### src/rtl/ir_pkg.sv
// Shared bay-state encoding and bit-count helper for the parking IR occupancy logic.
package ir_pkg;

  typedef enum logic {
    FREE = 1'b0,
    OCC  = 1'b1
  } bay_state_e;

  localparam int MAX_BAYS = 16;

  function automatic logic [4:0] popcount(input logic [MAX_BAYS-1:0] v);
    logic [4:0] c;
    c = '0;
    for (int i = 0; i < MAX_BAYS; i++) begin
      c = c + {4'b0, v[i]};
    end
    return c;
  endfunction

endpackage

### src/rtl/ir_debounce.sv
// One-bay bidirectional debouncer: qualifies arrival and departure over consecutive ticks.
module ir_debounce
  import ir_pkg::*;
#(
  parameter int ON_MS  = 100,
  parameter int OFF_MS = 100,
  parameter int CNT_W  = 16
) (
  input  logic clk,
  input  logic rst,
  input  logic ir_i,
  input  logic tick_i,
  output logic occupied_o,
  output logic arrive_o,
  output logic depart_o
);

  localparam logic [CNT_W-1:0] ON_LAST  = CNT_W'(ON_MS - 1);
  localparam logic [CNT_W-1:0] OFF_LAST = CNT_W'(OFF_MS - 1);

  bay_state_e       state_q;
  logic [CNT_W-1:0] cnt_q;
  logic [CNT_W-1:0] thr_last;
  logic             agree;
  logic             arrive_q;
  logic             depart_q;

  always_comb begin
    thr_last = (state_q == OCC) ? OFF_LAST : ON_LAST;
    agree    = (ir_i == logic'(state_q));
  end

  // Any cycle of agreement clears the count, so short glitches never accumulate.
  always_ff @(posedge clk) begin
    if (rst) begin
      state_q  <= FREE;
      cnt_q    <= '0;
      arrive_q <= 1'b0;
      depart_q <= 1'b0;
    end else begin
      arrive_q <= 1'b0;
      depart_q <= 1'b0;
      if (agree) begin
        cnt_q <= '0;
      end else if (tick_i) begin
        if (cnt_q == thr_last) begin
          cnt_q <= '0;
          if (state_q == FREE) begin
            state_q  <= OCC;
            arrive_q <= 1'b1;
          end else begin
            state_q  <= FREE;
            depart_q <= 1'b1;
          end
        end else begin
          cnt_q <= cnt_q + 1'b1;
        end
      end
    end
  end

  assign occupied_o = (state_q == OCC);
  assign arrive_o   = arrive_q;
  assign depart_o   = depart_q;

endmodule

### src/rtl/ir_bank.sv
// Multi-bay IR occupancy detector: input synchronisers, shared ms tick, per-bay debounce, free count.
module ir_bank
  import ir_pkg::*;
#(
  parameter int CHANNELS = 4,
  parameter int TICK_DIV = 100000,
  parameter int ON_MS    = 100,
  parameter int OFF_MS   = 100,
  parameter int CNT_W    = 16
) (
  input  logic                          clk,
  input  logic                          rst,
  input  logic [CHANNELS-1:0]           ir,
  output logic [CHANNELS-1:0]           ir_sync,
  output logic [CHANNELS-1:0]           occupied,
  output logic [CHANNELS-1:0]           arrive,
  output logic [CHANNELS-1:0]           depart,
  output logic [$clog2(CHANNELS+1)-1:0] free_count,
  output logic                          full
);

  localparam int             TW        = $clog2(TICK_DIV);
  localparam logic [TW-1:0]  TICK_LAST = TW'(TICK_DIV - 1);
  localparam int             FC_W      = $clog2(CHANNELS + 1);

  logic [CHANNELS-1:0] ir_meta_q;
  logic [CHANNELS-1:0] ir_sync_q;
  logic [TW-1:0]       tick_cnt_q;
  logic [TW-1:0]       tick_cnt_d;
  logic                tick;
  logic [CHANNELS-1:0] occ_w;
  logic [MAX_BAYS-1:0] occ_pad;
  logic [FC_W-1:0]     free_count_q;
  logic [FC_W-1:0]     free_count_d;

  always_ff @(posedge clk) begin
    if (rst) begin
      ir_meta_q <= '0;
      ir_sync_q <= '0;
    end else begin
      ir_meta_q <= ir;
      ir_sync_q <= ir_meta_q;
    end
  end

  always_comb begin
    tick       = (tick_cnt_q == TICK_LAST);
    tick_cnt_d = tick ? '0 : tick_cnt_q + 1'b1;
  end

  always_ff @(posedge clk) begin
    if (rst) tick_cnt_q <= '0;
    else     tick_cnt_q <= tick_cnt_d;
  end

  for (genvar g = 0; g < CHANNELS; g++) begin : g_bay
    ir_debounce #(
      .ON_MS (ON_MS),
      .OFF_MS(OFF_MS),
      .CNT_W (CNT_W)
    ) u_deb (
      .clk       (clk),
      .rst       (rst),
      .ir_i      (ir_sync_q[g]),
      .tick_i    (tick),
      .occupied_o(occ_w[g]),
      .arrive_o  (arrive[g]),
      .depart_o  (depart[g])
    );
  end

  // Free count lags occupancy by one cycle so the popcount sits behind a register.
  always_comb begin
    occ_pad      = MAX_BAYS'(occ_w);
    free_count_d = FC_W'(CHANNELS) - FC_W'(popcount(occ_pad));
  end

  always_ff @(posedge clk) begin
    if (rst) free_count_q <= FC_W'(CHANNELS);
    else     free_count_q <= free_count_d;
  end

  assign ir_sync    = ir_sync_q;
  assign occupied   = occ_w;
  assign free_count = free_count_q;
  assign full       = (free_count_q == '0);

endmodule

### config.mk
export PLATFORM = sky130hd
export DESIGN_NAME = ir_bank
export DESIGN_NICKNAME = d
export VERILOG_FILES = /design/src/rtl/ir_pkg.sv /design/src/rtl/ir_debounce.sv /design/src/rtl/ir_bank.sv
export SDC_FILE = /design/constraint.sdc
export NUM_CORES = 1
export LEC_CHECK = 0
export ABC_AREA = 1
export CORE_ASPECT_RATIO = 1.4
export CORE_MARGIN = 3
export CORE_UTILIZATION = 44
export CTS_BUF_LIST = sky130_fd_sc_hd__clkbuf_8 sky130_fd_sc_hd__clkbuf_16
export CTS_CLUSTER_DIAMETER = 80
export DETAILED_ROUTE_END_ITERATION = 10
export HOLD_SLACK_MARGIN = 0.05
export MAX_ROUTING_LAYER = met4
export PLACE_DENSITY = 0.59
export SLEW_MARGIN = 20
export SYNTH_ARGS = -nofsm -noshare
export SYNTH_HDL_FRONTEND = slang
export SYNTH_SLANG_ARGS = --single-unit
### constraint.sdc
create_clock -name clk -period 4.1 [get_ports clk]
set_clock_uncertainty 0.05 [all_clocks]
set_input_delay 0.82 -clock clk [delete_from_list [all_inputs] [get_ports clk]]
set_output_delay 0.82 -clock clk [all_outputs]
set_load 0.05 [all_outputs]
* After elaboration in Yosys (flattened, before gate mapping)
Cells that the tools add are included.
Word-level totals: register bits after elaboration 104, logic and storage cells 73
Cells by class: bitwise logic cells 9, add/subtract/negate cells 9, muxes and demuxes 12, reductions and logical operators 14, eq/ne operators 9
Operator list (count):
- 16-bit by 1-bit adder with 16-bit output, second input constant | 4
- 16-bit by 7-bit == test with 1-bit output, second input constant | 4
- 16-bit 2-to-1 mux | 4
- 17-bit by 1-bit adder with 17-bit output, second input constant | 1
- 17-bit == test, second input constant | 1
- 4-bit OR reduction | 4
- 3-bit AND reduction | 4
- 2-bit OR reduction | 5
- 1-bit NOT | 9
- 1-bit 2-to-1 mux | 8
- 1-bit == test | 4
- 2-bit by 1-bit adder with 3-bit output | 1
- 3-bit by 1-bit adder with 3-bit output | 1
- 3-bit zero test | 1
- 3-bit subtractor, first input constant | 1
- 1-bit by 1-bit adder with 2-bit output | 1

* Depth between registers and ports, before layout
Gate-level depths: netlist of the first run.
depth in word-level cells 4, mapped depth 10, depth with buffers taken out 10

* By module
From an unflattened synthesis of the first run, not the netlist that was laid out.
Unflattened totals: cell total of the unflattened synthesis 736, area, all modules 5161.2 µm²
Modules (own cells, without submodules):
- ir_debounce | times used 4, area each 978.4 µm², cells each 141
- ir_bank | times used 1, area each 1247.4 µm², cells each 172

* Worst setup path before layout of the first run
No wires, ideal clock.
path type reg2out, start point register free_count_q[1], in the netlist free_count[1], end point output full, stages on the path, launching flop included 2, data required time 3230 ps, arrival 1622 ps, buffers on the path 0, setup slack 1608 ps, cell sequence dfxtp_1 > nor3_1
On the way: word-level cells in the longest chain between the ends 1
RTL lines:
- start: declaration | RTL line ir_bank.sv:33 | logic [FC_W-1:0] free_count_q;
- start signal: assignment | RTL line ir_bank.sv:79 | if (rst) free_count_q <= FC_W'(CHANNELS);
- start signal: assignment | RTL line ir_bank.sv:80 | else free_count_q <= free_count_d;
- 3-bit zero test | RTL line ir_bank.sv:86 | assign full = (free_count_q == '0);
- end: declaration | RTL line ir_bank.sv:19 | output logic full
Every way passes these cells.

* Final worst setup path of the first run
start point input rst, end point register g_bay[0].u_deb.arrive_q
On the way: word-level cells in the longest chain between the ends 1
RTL lines:
- start: declaration | RTL line ir_bank.sv:12 | input logic rst,
- 4-bit OR reduction (no source line)
- end signal: assignment | RTL line ir_debounce.sv:38 | arrive_q <= 1'b0;
- end signal: assignment | RTL line ir_debounce.sv:41 | arrive_q <= 1'b0;
- end signal: assignment | RTL line ir_debounce.sv:50 | arrive_q <= 1'b1;
- end: declaration | RTL line ir_debounce.sv:25 | logic arrive_q;
Every way passes these cells. A chain may end at the register's enable or synchronous reset.

==> qor.txt, run 1 <==
Status: finished, final reports clean
Hold Path Origin: ir_meta_q[2]$_SDFF_PP0_
Tmin final: 2.69 ns
Worst-path clk slew: 0.07 ns
Yosys reg bits: 104
Synth warnings: 0
Post-route ant nets: 0
Slew @ Worst Pin: 0.776 ns
Most frequent cells in the layout: 282 x nand2_1, 176 x nor2_1, 104 x dfxtp_1
Final hold violations: 0
Startpoint types: input port
Wire per inst: 12.3 um
H-tree depth: 3
Cell Pwr Density: 303 nW/um^2
Leakage power: 2.18 nW
CTS Hold Buffers Added: 0
DP HPWL: 9990 um
Crit. Startpoint: rst
Worst slew margin: 48.2%
CTS root buf: clkbuf_16
Final Cycle Share: 65.5%
Hold WC Path Type: reg2reg
Crit path capture type: register
Number of remaining DRC errors: 0
Most common cell after layout, fill and taps aside: nand2_1
Post-layout util: 49.8%
Ant diodes: 0
Peak supply drop: 0.000228 V
R2r setup slk: 1.60 ns
First-pass GRT wire length: 24300 um
Port buffer count: 25
Top Ports: 26
TNS Setup: 0 ns
Pin count of the biggest net entering global routing: 60
Die width: 104 um
Cell area after synthesis: 5910 sq um
Layout cells sized above 1: 3.02%
Worst skew pair latency: 0.35 ns
Crit Path Class: in2reg
DIE HEIGHT: 143 um
WL final: 14000 um
Syn_area_per_cell: 6.20 sq um
Clk sink count: 104
Data required, critical path: 4.29 ns
Site Rows: 49
Synth cell types: 27
Vias per inst: 4.98
Final Setup Violations: 0
Core region area: 13000 sq um
TritonCTS buffer count: 9
Multi-input combinational cell area: 3230 sq um
Die outline area: 14900 sq um
Pre-Repair DR Iteration Count: 6
Vias in the first global route: 5482
GRT Total Usage: 20.0%
Total gr overflow: 0
Clock Tree Buf Depth: 2
Fin nets: 970
Area grow syn2layout: 9.46%
Initial cell density of the core: 45.5%
Initial antenna violation count: 0
Crit Reg-Reg Startpoint: tick_cnt_q[0]$_SDFF_PP0_
CTS tree: done
CP max FO: 14
Post-CTS sizing: 0
Hold WS: 0.354 ns
Syn nets: 968
Final RePlAce weighted congestion: 0.856
Fillcell total: 1440
CP arrival: 2.88 ns
Vias post-DR: 5677
Register area share after synthesis: 35.2%
RSZ-0062 raised after global routing: no
Max-Cap Viols: 0
FF+latch area: 2080 sq um
Syn Inst Count: 954
Postcts setup bufs: 0
Initial DRC Count: 256
Slew Viols, Final: 0
FMAX: 372 MHz
-- power breakdown --
part           switching, mW  internal, mW
logic                 0.0228        0.0116
registers            0.00391          1.02
clock network          0.406         0.499
total                  0.433          1.53
-- stage by stage --
step	power [mW]	instances	worst slack, ns	area (sq um)
floorplan	1.07	954	1.61	5910
global placement	1.08	1123	1.07	6160
detailed placement	1.08	1123	1.03	6160
CTS	1.98	1139	1.42	6470
global route	2.02	1139	1.19	6470
finish	1.96	1139	1.41	6470
-- cell type report --
class,instances,share of cell area (%)
Clock inverter,6,1.16
Sequential cell,104,32.2
Timing Repair Buffer,26,3.98
Multi-Input combinational cell,718,49.9
Clock buffer,10,3.69
Tap cell,178,3.44
Inverter,97,5.63
-- critical path, stage by stage --
cell             delay (ns)
clkdlybuf4s50_1        0.71
clkinv_1               0.37
nand3_1                0.61
inv_1                  0.17
nand3_1                0.14
nor2_1                 0.04
-- registers in the layout (all words and copies together) (netlist names) --
signal                  cells
ir_meta_q                   4
g_bay.u_deb.arrive_o        4
tick_cnt_q                 17
ir_sync                     4
free_count                  3
g_bay.u_deb.depart_o        4
g_bay.u_deb.occupied_o      4
g_bay.u_deb.cnt_q          64
-- cells in the mapped netlist --
| master | number | area share, % |
|---|---|---|
| or2_2 | 3 | 0.32 |
| clkbuf_1 | 8 | 0.51 |
| fa_1 | 1 | 0.34 |
| o21bai_1 | 17 | 2.2 |
| a21oi_1 | 64 | 5.4 |
| nor2_2 | 2 | 0.21 |
| nand3_1 | 99 | 8.4 |
| nor2_8 | 1 | 0.34 |
| xnor2_1 | 1 | 0.15 |
| dfxtp_1 | 104 | 35 |
| nand2_1 | 282 | 18 |
| nand4_1 | 28 | 3.0 |
| buf_6 | 4 | 0.76 |
| ha_1 | 7 | 1.5 |
| nor3b_1 | 1 | 0.13 |
| inv_2 | 4 | 0.25 |
| xor2_1 | 3 | 0.44 |
| nand2_2 | 1 | 0.11 |
| nor3_1 | 13 | 1.1 |
| inv_1 | 92 | 5.8 |
| buf_2 | 3 | 0.25 |
| a21o_1 | 5 | 0.63 |
| nor2_1 | 176 | 11 |
| o21ai_0 | 11 | 0.93 |
| clkinv_1 | 1 | 0.063 |
| buf_4 | 20 | 2.5 |
| nand3b_1 | 3 | 0.38 |
-- logic make-up (layout without fill, tap and decap cells) --
logic type / count (synthesis) / after routing / share of synthesized area [%]
AO/OA/AOI/OAI: 97 / 97 / 9.14
XOR/XNOR: 4 / 4 / 0.593
adder cells (fa/ha/maj): 8 / 8 / 1.82
buffers and inverters: 132 / 139 / 10.2
flip-flops: 104 / 104 / 35.2
AND/OR/NAND/NOR: 609 / 609 / 43.0
-- metal layers --
metal / vias up / track usage (%) / wire [um]
met5: - / - / 0
met1: 2560 / 21.1 / 6100
met2: 55 / 37.9 / 7270
li1: 3037 / - / -
met3: 25 / 2.17 / 257
met4: 0 / 8.47 / 338
-- worst paths after layout --
path / to / depth (start not counted)
worst max register to register: tick_cnt_q[9]$_SDFF_PP0_ / 9
worst max-delay path: g_bay[0].u_deb.arrive_o$_SDFF_PP0_ / 6
worst min register to register: ir_sync[2]$_SDFF_PP0_ / 2
worst min-delay path: ir_sync[2]$_SDFF_PP0_ / 2
Note: power is estimated with default switching activity, not from simulation.
==> run 2: changes to the inputs <==
==> constraint.sdc (replaced) <==
create_clock -name clk -period 2.7 [get_ports clk]
set_clock_uncertainty 0.05 [all_clocks]
set_input_delay 0.54 -clock clk [delete_from_list [all_inputs] [get_ports clk]]
set_output_delay 0.54 -clock clk [all_outputs]
set_load 0.05 [all_outputs]
==> run 2 against run 1 <==
  * Non-clock buffer count grew 6
  * Combinational power grew 60%
  * Largest power group unchanged
  * Die area is the same
  * Clock power grew 58%
  * Register-to-register slack lost 0.90 ns
  * Largest cell class unchanged
  * Worst setup slack lost 0.97 ns
  * Cell count grew 0.53%
  * First-iteration DRC count shrank 31%
  * Power grew 55%
  * Global-route usage grew 0.23 points
  * Sequential power grew 52%
==> qor.txt, run 2 (synthesis gave the netlist of run 1 again) <==
Status: finished, final reports clean
Core region area: 13000 sq um (unchanged)
Total Power: 3.03 mW (+55%)
Postcts setup bufs: 0 (unchanged)
Switch share: 20.8% (-1.4 points)
CTS tree: done
Site Rows: 49 (unchanged)
Top Ports: 26 (unchanged)
Met1 Use GR: 21.3% (+0.19 points)
Register with the most flip-flops: g_bay.u_deb.cnt_q
H-tree depth: 3 (unchanged)
Peak supply drop: 0.000316 V (+39%)
Slowest cell on crit path: clkdlybuf4s50_1
Busiest grt layer: met2
CP Cell Sequence: clkdlybuf4s50_1
Layout cells sized above 1: 3.62% (+0.60 points)
Initial antenna violation count: 0 (unchanged)
Die width: 104 um (unchanged)
CTS root buf: clkbuf_16
Worst skew pair latency: 0.34 ns (about the same)
WL final: 14000 um (+0.16%)
FMAX: 443 MHz
Area grow syn2layout: 10.7%
Dpl cell area: 6210 sq um (+0.93%)
Initial cell density of the core: 45.5% (unchanged)
Most frequent cells in the layout: 282 x nand2_1, 176 x nor2_1, 104 x dfxtp_1
Share of power burned in the clock network: 47.1% (+0.9 points)
First-pass GRT wire length: 24500 um (+0.82%)
Post-CTS sizing: 0 (unchanged)
Tmin final: 2.26 ns
Hold WC Path Type: reg2reg
Finished Cell Area: 6550 sq um (+1.1%)
Pre-Repair DR Iteration Count: 4 (-2)
Ant diodes: 0 (unchanged)
Met3 GRT Util: 2.22% (+0.045 points)
Largest regs: g_bay.u_deb.cnt_q x64, tick_cnt_q x17
Cell Pwr Density: 463 nW/um^2 (+53%)
GRT Total Usage: 20.3% (+0.23 points)
Worst-path clk slew: 0.07 ns (about the same)
TNS Setup: 0 ns (unchanged)
Slew Viols, Final: 0 (unchanged)
P_sw: 629 uW (+45%)
Reg2Reg Depth: 10 (+1)
Fin nets: 976 (+0.62%)
Initial DRC Count: 176 (-31%)
CP arrival: 1.67 ns (-1.21 ns)
Crit path max-delay family: buffers and inverters
Vias in the first global route: 5472 (-0.18%)
DIE HEIGHT: 143 um (unchanged)
Final RePlAce weighted congestion: 0.845 (-1.3%)
CTS Hold Buffers Added: 0 (unchanged)
DP HPWL: 10400 um (+3.7%)
Slew @ Worst Pin: 0.536 ns (-0.241 ns)
Final hold violations: 0 (unchanged)
Die outline area: 14900 sq um (unchanged)
Clock Tree Buf Depth: 2 (unchanged)
Hold Crit Depth: 2 (unchanged)
Crit path buffers/inverters: 1 (-2)
Reg power frac: 51.0% (-1.0 points)
Leakage power: 2.22 nW (+1.5%)
Crit path capture type: primary output
Vias post-DR: 5702 (+0.44%)
Post-route ant nets: 0 (unchanged)
Internal: 2.40 mW (+57%)
Clk sink count: 104 (unchanged)
Most common cell after layout, fill and taps aside: nand2_1
Max FFs per register: 64 (unchanged)
Number of remaining DRC errors: 0 (unchanged)
Fillcell total: 1417 (-1.6%)
Pin count of the biggest net entering global routing: 39 (-35%)
Startpoint types: register
Comb pwr share: 1.8% (about the same)
Final Cycle Share: 83.7%
Worst slew margin: 64.0% (+16 points)
Total gr overflow: 0 (unchanged)
Levels on crit path: 1 (-5)
Crit Path Class: reg2out
Max-Cap Viols: 0 (unchanged)
Crit path largest cell delay: 0.86 ns (+0.15 ns)
Data required, critical path: 2.11 ns (-2.18 ns)
Post-layout util: 50.4% (+0.57 points)
Final Setup Violations: 0 (unchanged)
Vias per inst: 4.98 (about the same)
Hold WS: 0.354 ns (+0.000218 ns)
TritonCTS buffer count: 9 (unchanged)
RSZ-0062 raised after global routing: no
CP max FO: 6 (-8)
Port buffer count: 25 (unchanged)
Grt met2 use: 39.1% (+1.2 points)
Wire per inst: 12.2 um (-0.37%)
[run 2: final cells by class]
| type | instances | area, sq um | share of cell area [%] |
|---|---|---|---|
| tap | 178 | 223 | 3.40 |
| clock inverter | 6 | 91.3 | 1.40 |
| clock buffer | 10 | 239 | 3.65 |
| timing repair buffer | 32 | 315 | 4.82 |
| multi-input combinational | 718 | 3230 | 49.4 |
| sequential | 104 | 2080 | 31.8 |
| inverter | 97 | 364 | 5.56 |
[run 2: power groups by stage]
| stage | Clock, mW | Combinational, mW | Sequential, mW |
|---|---|---|---|
| 6_report | 1.43 | 0.0550 | 1.55 |
| 5_1_grt | 1.53 | 0.0619 | 1.55 |
| 4_1_cts | 1.47 | 0.0567 | 1.55 |
| 3_5_place_dp | 0 | 0.0565 | 1.58 |
| 3_3_place_gp | 0 | 0.0564 | 1.58 |
| 2_1_floorplan | 0 | 0.0376 | 1.58 |
[run 2: path summary, 6_finish.rpt]
kind / end / slack (ns) / startpoint
worst max-delay path: occupied[1] / 0.44 / g_bay[1].u_deb.occupied_o$_SDFFE_PP0P_
worst min-delay path: ir_sync[2]$_SDFF_PP0_ / 0.35 / ir_meta_q[2]$_SDFF_PP0_
worst max register to register: g_bay[2].u_deb.cnt_q[7]$_SDFFE_PP0N_ / 0.70 / tick_cnt_q[0]$_SDFF_PP0_
worst min register to register: ir_sync[2]$_SDFF_PP0_ / 0.35 / ir_meta_q[2]$_SDFF_PP0_
[run 2: layer usage]
| metal | up-vias | part of all wire, % | wire [um] |
|---|---|---|---|
| met3 | 21 | 1.2 | 168 |
| met1 | 2592 | 43 | 6030 |
| met4 | 0 | 2.1 | 291 |
| li1 | 3058 | - | - |
| met5 | - | 0 | 0 |
| met2 | 31 | 54 | 7490 |
[run 2: stage by stage]
| step | worst slack [ns] | cells |
|---|---|---|
| 2_1_floorplan | 0.488 | 954 |
| 3_3_place_gp | 0.489 | 1129 |
| 3_5_place_dp | 0.458 | 1129 |
| 4_1_cts | 0.409 | 1145 |
| 5_1_grt | 0.348 | 1145 |
| 6_report | 0.440 | 1145 |
==> run 3: changes to the inputs <==
--- a/config.mk
+++ b/config.mk
@@ -14,7 +14,7 @@
 export DETAILED_ROUTE_END_ITERATION = 10
 export HOLD_SLACK_MARGIN = 0.05
 export MAX_ROUTING_LAYER = met4
-export PLACE_DENSITY = 0.59
+export PLACE_DENSITY = 0.61
 export SLEW_MARGIN = 20
 export SYNTH_ARGS = -nofsm -noshare
 export SYNTH_HDL_FRONTEND = slang
==> constraint.sdc (replaced) <==
create_clock -name clk -period 1.9 [get_ports clk]
set_clock_uncertainty 0.05 [all_clocks]
set_input_delay 0.38 -clock clk [delete_from_list [all_inputs] [get_ports clk]]
set_output_delay 0.38 -clock clk [all_outputs]
set_load 0.05 [all_outputs]
==> run 3 against run 2 <==
  * Routed wire length increased by 1.6%
  * Count of clock-buffer cells in the layout is 1 lower
  * Non-clock buffer count increased by 18
  * Critical path depth up 9
  * Power rose by 38%
  * Cell count up 1.7%
  * Register-to-register slack got worse by 0.60 ns
  * Global-route usage shrank 0.44 points
==> qor.txt, run 3 (synthesis gave the netlist of run 1 again) <==
R2R Path End: g_bay[3].u_deb.cnt_q[10]$_SDFFE_PP0N_
Total gr overflow: 0 (unchanged)
Final Setup Violations: 0 (unchanged)
TritonCTS buffer count: 9 (unchanged)
Hold Path Origin: ir_meta_q[2]$_SDFF_PP0_
Crit path largest cell delay: 0.35 ns (-0.51 ns)
Die width: 104 um (unchanged)
Hold WC Path Type: reg2reg
Area grow syn2layout: 14.7%
Max-Cap Viols: 0 (unchanged)
Cell Pwr Density: 617 nW/um^2 (+33%)
Vias in the first global route: 5288 (-3.4%)
Reg2Reg Depth: 10 (unchanged)
R2r setup slk: 0.10 ns (-0.60 ns)
Layout cells sized above 1: 7.71% (+4.1 points)
First-pass GRT wire length: 24200 um (-1.5%)
Top Ports: 26 (unchanged)
H-tree depth: 3 (unchanged)
GRT Total Usage: 19.8% (-0.44 points)
Crit path max-delay family: simple AND/OR/NAND/NOR gates
Site Rows: 49 (unchanged)
Data required, critical path: 2.13 ns (+0.02 ns)
Finished Cell Area: 6780 sq um (+3.6%)
CP Cell Sequence: ha_1, nand2_1, inv_2, nand2_2, nor2_4, nand2_4, nor2_8, clkbuf_16, nand3_1, a21oi_1
Clk sink count: 104 (unchanged)
Vias post-DR: 5802 (+1.8%)
Fin nets: 995 (+1.9%)
FF+latch area: 2080 sq um (unchanged)
Dpl cell area: 6350 sq um (+2.1%)
Hold Crit Depth: 2 (unchanged)
Fillcell total: 1370 (-3.3%)
Pre-Repair DR Iteration Count: 4 (unchanged)
Status: finished, final reports clean
FMAX: 556 MHz
WL final: 14200 um (+1.6%)
Tmin final: 1.80 ns
Number of remaining DRC errors: 0 (unchanged)
Pin count of the biggest net entering global routing: 45 (+15%)
Final hold violations: 0 (unchanged)
Clock Tree Buf Depth: 2 (unchanged)
Post-layout util: 52.2% (+1.8 points)
Worst-path clk slew: 0.07 ns (about the same)
Leakage power: 2.42 nW (+9.3%)
Slew Viols, Final: 0 (unchanged)
DP HPWL: 10300 um (-0.81%)
Peak supply drop: 0.000352 V (+11%)
Post-route ant nets: 0 (unchanged)
Crit path capture type: register
RSZ-0062 raised after global routing: yes
Final RePlAce weighted congestion: 0.888 (+5.1%)
Most common cell after layout, fill and taps aside: nand2_1
Vias per inst: 4.98 (about the same)
Wire per inst: 12.2 um (about the same)
Slew @ Worst Pin: 0.492 ns (-0.0431 ns)
Initial antenna violation count: 0 (unchanged)
Initial cell density of the core: 45.5% (unchanged)
Crit Reg-Reg Startpoint: tick_cnt_q[0]$_SDFF_PP0_
Core region area: 13000 sq um (unchanged)
Worst skew pair latency: 0.34 ns (about the same)
TNS Setup: 0 ns (unchanged)
Crit path buffers/inverters: 2 (+1)
Die outline area: 14900 sq um (unchanged)
CP max FO: 8 (+2)
Largest regs: g_bay.u_deb.cnt_q x64, tick_cnt_q x17
Initial DRC Count: 311 (+77%)
Worst slew margin: 67.3% (+3.3 points)
Crit. Startpoint: tick_cnt_q[0]$_SDFF_PP0_
Multi-input combinational cell area: 3270 sq um (+1.1%)
Ant diodes: 0 (unchanged)
Final Cycle Share: 94.7%
CTS root buf: clkbuf_16
Hold EP: ir_sync[2]$_SDFF_PP0_
Port buffer count: 25 (unchanged)
Crit Path Class: reg2reg
Most frequent cells in the layout: 281 x nand2_1, 175 x nor2_1, 104 x dfxtp_1
CTS tree: done
CP arrival: 2.03 ns (+0.36 ns)
Slowest cell on crit path: dfxtp_1
Startpoint types: register
Register with the most flip-flops: g_bay.u_deb.cnt_q
DIE HEIGHT: 143 um (unchanged)
Max FFs per register: 64 (unchanged)
-- run 3: worst max path at each step --
| stage | end | slack [ns] | depth (start not counted) |
|---|---|---|---|
| final | g_bay[3].u_deb.cnt_q[10]$_SDFFE_PP0N_ | 0.10 | 10 |
| after global routing | g_bay[3].u_deb.cnt_q[1]$_SDFFE_PP0N_ | -0.009 | 9 |
| after CTS | g_bay[0].u_deb.cnt_q[1]$_SDFFE_PP0N_ | 0.11 | 9 |
| after detailed placement | g_bay[2].u_deb.cnt_q[12]$_SDFFE_PP0N_ | 0.1 | 7 |
| after global placement | g_bay[2].u_deb.cnt_q[11]$_SDFFE_PP0N_ | 0.12 | 7 |
| after floorplan | free_count[2]$_SDFF_PP1_ | 0.24 | 5 |
-- run 3: cell type report --
type                       instances  share of cell area (%)
multi-input combinational        719                    48.2
sequential                       104                    30.7
inverter                          97                    5.37
timing repair buffer              50                    7.99
clock buffer                       9                    3.32
clock inverter                     7                    1.14
tap                              178                    3.29
-- run 3: routing by layer --
| metal | share of wire (%) | GRT usage, % | routed length [um] |
|---|---|---|---|
| met5 | 0 | - | 0 |
| met4 | 1.5 | 5.95 | 208 |
| met3 | 2.3 | 2.94 | 332 |
| met2 | 52 | 36.2 | 7340 |
| met1 | 44 | 22.4 | 6320 |
-- run 3: repair_timing --
action | 4_1_cts | 5_1_grt
hold buffers | 0 | 0
setup endpoints to repair | 2 | 21
pin swaps | 0 | 2
gates cloned | 0 | 4
buffers inserted | 0 | 2
gates resized for setup | 2 | 8
-- run 3: worst register-to-register path, cell delays in order (launching register included) --
cell and delay, ns:
dfxtp_1 0.35, ha_1 0.18, nand2_1 0.10, inv_2 0.07, nand2_2 0.07, nor2_4 0.13
nand2_4 0.10, nor2_8 0.28, clkbuf_16 0.22, nand3_1 0.07, a21oi_1 0.12
-- run 3: where the power goes --
| part | switching (mW) | leakage (nW) | internal, mW |
|---|---|---|---|
| combinational | 0.0530 | 1.43 | 0.0348 |
| clock | 0.861 | 0.152 | 1.04 |
| sequential | 0.00853 | 0.840 | 2.19 |
| total | 0.923 | 2.42 | 3.26 |
-- run 3: stage by stage --
step                      std cells  hold slack, ns  setup WS (ns)  power [mW]
after floorplan                 954           0.338          0.243        2.30
after CTS                      1158           0.358          0.105        4.26
after global placement         1142           0.340          0.125        2.34
after global routing           1164           0.375       -0.00923        4.34
after detailed placement       1142           0.346         0.0956        2.34
final                          1164           0.357          0.101        4.18
==> variant 1, RTL diff (flow settings as in run 2) <==
`OFF_MS` is set to 100 in 2 places; all go to 75.
--- a/src/rtl/ir_debounce.sv
+++ b/src/rtl/ir_debounce.sv
@@ -5,3 +5,3 @@
   parameter int ON_MS  = 100,
-  parameter int OFF_MS = 100,
+  parameter int OFF_MS = 75,
   parameter int CNT_W  = 16
--- a/src/rtl/ir_bank.sv
+++ b/src/rtl/ir_bank.sv
@@ -7,3 +7,3 @@
   parameter int ON_MS    = 100,
-  parameter int OFF_MS   = 100,
+  parameter int OFF_MS   = 75,
   parameter int CNT_W    = 16
Function: no difference found for any inputs over 10 cycles, from zero or initial values and one cycle with rst high; that may be too few to reach the edited logic, so the function may still have changed.
==> variant 1 against run 2 <==
  * Routed wire length up 5.2%
  * Maximum frequency down 3.3%
  * Synthesized area up 1.7%
  * Design area up 0.90%
  * Sequential cell count unchanged
  * Clock power down 11%
  * Critical path depth unchanged
  * Power down 4.9%
  * Worst setup slack worse by 76 ps
==> variant 1: results <==
{
  "multi_input_gates": 707,
  "worstPathArrival_ps": 1750,
  "inverters_excl_clock": 121,
  "multi_input_area_sq_um": 3240,
  "preCtsSetupSlack_ps": 524,
  "synth_xor_area_frac": 0.0146,
  "buffers": 34,
  "drtIter0Drc": 252,
  "synth.area.top_cells": "dfxtp_1 35%, nand2_1 17%, nor2_1 11%, nand3_1 9.2%, inv_1 7.1%",
  "clock_cell_area_share": 0.0434,
  "dp_hpwl_mm": 10.9,
  "syn_nets": 978,
  "final_nets": 991,
  "worst_path_largest_cell_delay_ps": 880,
  "power.total_mw": 2.88,
  "syn_inst": 964,
  "postPlaceCellArea_sq_um": 6320,
  "intPower_mw": 2.26,
  "fin_util": 0.503,
  "dp_cells": 1144,
  "grt_max_degree": 40,
  "cts_made_buffers": 9,
  "relSlewSlack": 0.617,
  "status": "finished, final reports clean",
  "synth_seq_area_share": 0.346,
  "netlist_top_cells_count": "271 x nand2_1, 174 x nor2_1, 114 x inv_1",
  "crit_fanout": 7,
  "grt_pass1_wl_mm": 25.3,
  "nClkBuffers": 12,
  "nFillCells": 1433,
  "ys_types": 32,
  "taps": 178,
  "wl_mm": 14.7,
  "first_pass_iters": 4,
  "gp_congestion": 0.861,
  "drive_gt1_frac": 0.0642,
  "via_per_inst": 4.86,
  "synth_compound_gate_area_share": 0.0695,
  "synth_fa_ha_area_frac": 0.0179,
  "area_share_nonclk_buffers": 0.0481,
  "drtAntennaViolNets": 0,
  "grt_use_total": 0.211,
  "power_leakage_nw": 2.42,
  "clk_latency_ps": 350,
  "ir_worst_vdd_mv": 0.235,
  "power.combinational.total_uw": 61.5,
  "grt_pass1_vias": 5419,
  "clockBufferDepth": 2
}
==> variant 1: changes by cell type in the layout (fill, tap and decap cells not counted), sizes merged, moves of 7 or more <==
cell    change
nand4       -7
inv        +26
a21oi       -8
nand3      +15
nand2       -8
o21bai     -16
==> variant 1: path summary, 6_finish.rpt <==
| check | start | end | slack (ps) | cells past startpoint |
|---|---|---|---|---|
| worst max-delay path | g_bay[3].u_deb.occupied_o | occupied[3] | 360 | 1 |
| worst min-delay path | ir_meta_q[2] | ir_sync[2] | 360 | 2 |
| worst max register to register | tick_cnt_q[0] | g_bay[3].u_deb.cnt_q[6] | 760 | 9 |
| worst min register to register | ir_meta_q[2] | ir_sync[2] | 360 | 2 |
==> variant 1: routing by layer <==
layer / GRT usage / part of all wire / vias to the layer above
met2: 0.388 / 0.53 / 68
met1: 0.235 / 0.43 / 2508
met5: - / 0 / -
li1: - / - / 3046
met3: 0.0295 / 0.029 / 19
met4: 0.0712 / 0.018 / 0
==> variant 2, RTL diff (settings of run 2) <==
Without the edit above. Make the reset (`rst`) asynchronous in 4 clocked blocks.
--- a/src/rtl/ir_debounce.sv
+++ b/src/rtl/ir_debounce.sv
@@ -33,3 +33,3 @@
   // Any cycle of agreement clears the count, so short glitches never accumulate.
-  always_ff @(posedge clk) begin
+  always_ff @(posedge clk or posedge rst) begin
     if (rst) begin
--- a/src/rtl/ir_bank.sv
+++ b/src/rtl/ir_bank.sv
@@ -35,3 +35,3 @@
 
-  always_ff @(posedge clk) begin
+  always_ff @(posedge clk or posedge rst) begin
     if (rst) begin
@@ -50,3 +50,3 @@
 
-  always_ff @(posedge clk) begin
+  always_ff @(posedge clk or posedge rst) begin
     if (rst) tick_cnt_q <= '0;
@@ -77,3 +77,3 @@
 
-  always_ff @(posedge clk) begin
+  always_ff @(posedge clk or posedge rst) begin
     if (rst) free_count_q <= FC_W'(CHANNELS);
Check against the original RTL: differs if rst is asserted again (counterexample within 4 cycles, from zero or initial values and one cycle with rst high); with rst held inactive, the same outputs for 10 cycles.
==> variant 2 against run 2 <==
  * Global-route usage is 0.16 points higher
  * Routed wire length increased by 3.4%
  * Sequential cell count is the same
  * First-iteration DRC count down 9.7%
  * Utilization down 0.67 points
  * Synthesized area increased by 6.5%
  * Power increased by 0.33%
  * Design area up 6.1%
  * Worst setup slack lost 84 ps
==> variant 2: results <==
{
  "ys_warn_count": 0,
  "power_leakage_nw": 3.39,
  "diodes": 0,
  "min_path_type": "reg -> reg",
  "worst_path_max_delay_cell": "clkdlybuf4s50_1",
  "clk_latency_ps": 340,
  "ctsHtreeMaxLevel": 3,
  "final_nets": 928,
  "crit_family": "buffers and inverters",
  "post_cts_resized": 0,
  "syn_inst": 901,
  "ys_types": 28,
  "syn_nets": 915,
  "dp_hpwl_mm": 10.9,
  "preCtsSetupSlack_ps": 632,
  "r2r-start": "tick_cnt_q[0]",
  "start_util": 0.450,
  "synth_seq_area_share": 0.414,
  "grt_pass1_wl_mm": 25.4,
  "startpoint": "free_count[1]",
  "status": "finished, final reports clean",
  "drtIter0Drc": 159,
  "async_reset_ff_frac": 1.00,
  "path_clk_slew_ps": 70,
  "synth.area.top_cells": "dfrtp_1 41%, nand2_1 18%, nor2_1 6.9%, inv_1 6.3%, nand3_1 6.0%",
  "reg_top3": "g_bay.u_deb.cnt_q: 64 flops, tick_cnt_q: 17 flops",
  "drive_gt1_frac": 0.0512,
  "netlist_top_cells_count": "307 x nand2_1, 116 x nor2_1, 106 x inv_1",
  "grt_pass1_vias": 5335,
  "grt_use_total": 0.204,
  "postPlaceCellArea_sq_um": 6630,
  "cts-root-buf": "clkbuf_16",
  "ir_worst_vdd_mv": 0.342,
  "gp_congestion": 0.929,
  "first_pass_iters": 4,
  "hp-start": "ir_meta_q[3]",
  "worst_path_largest_cell_delay_ps": 830,
  "wire_per_inst_microns": 13.1,
  "via_per_inst": 4.97,
  "routed-via-count": 5482,
  "post-cts-setup-buffers": 0,
  "grt_max_degree": 62,
  "clockBufferDepth": 2,
  "relSlewSlack": 0.632,
  "drv_slew": 0,
  "cts_made_buffers": 9,
  "worstPathArrival_ps": 1750,
  "dp_cells": 1088,
  "crit_fanout": 2
}
[variant 2: cell count changes after synthesis, moves of 8 or more]
cell,change
nor2_1,-60
dfxtp_1,-104
inv_1,+14
nand2_1,+25
o21ai_0,+21
dfrtp_1,+103
o21bai_1,-17
xor2_1,+17
nor3_1,+8
a21oi_1,-59
nand4_1,+23
nand3_1,-24
[variant 2: report_power, final]
part | total [mW] | switching [mW] | internal, mW
sequential | 1.57 | 0.00392 | 1.56
combinational | 0.0991 | 0.0738 | 0.0253
clock | 1.38 | 0.571 | 0.806
total | 3.04 | 0.648 | 2.39
[variant 2: area by class of cell]
type                            instances  area [sq um]
Tap cell                              185           231
Clock inverter                          6          86.3
Inverter                              113           428
Timing Repair Buffer                   31           320
Clock buffer                            9           225
Multi-Input combinational cell        655          3050
Fill cell                            1399          7030
Sequential cell                       104          2600
[variant 2: logic make-up (layout without fill, tap and decap cells)]
logic type / count (synthesis) / in the layout / share of synthesized area
flops: 104 / 104 / 0.414
buf+inv: 142 / 159 / 0.102
fa+ha+maj: 8 / 8 / 0.0171
simple gates: 586 / 586 / 0.403
xor+xnor: 23 / 23 / 0.0344
compound gates: 38 / 38 / 0.0302
[variant 2: final timing paths]
path                       depth (start not counted)  slack (ps)                  endpoint
hold / removal                                     0         300                ir_sync[3]
min in group asynchronous                          3         590  g_bay[3].u_deb.cnt_q[14]
hold reg to reg                                    0         300                ir_sync[3]
max in group asynchronous                          3        1670             free_count[2]
setup / recovery                                   2         360                      full
setup reg to reg                                   8         660   g_bay[0].u_deb.cnt_q[0]
[variant 2: layer usage]
metal	track usage	wire [microns]
met1	0.260	6550
met2	0.333	7200
met3	0.0210	304
met4	0.0845	394
met5	-	0
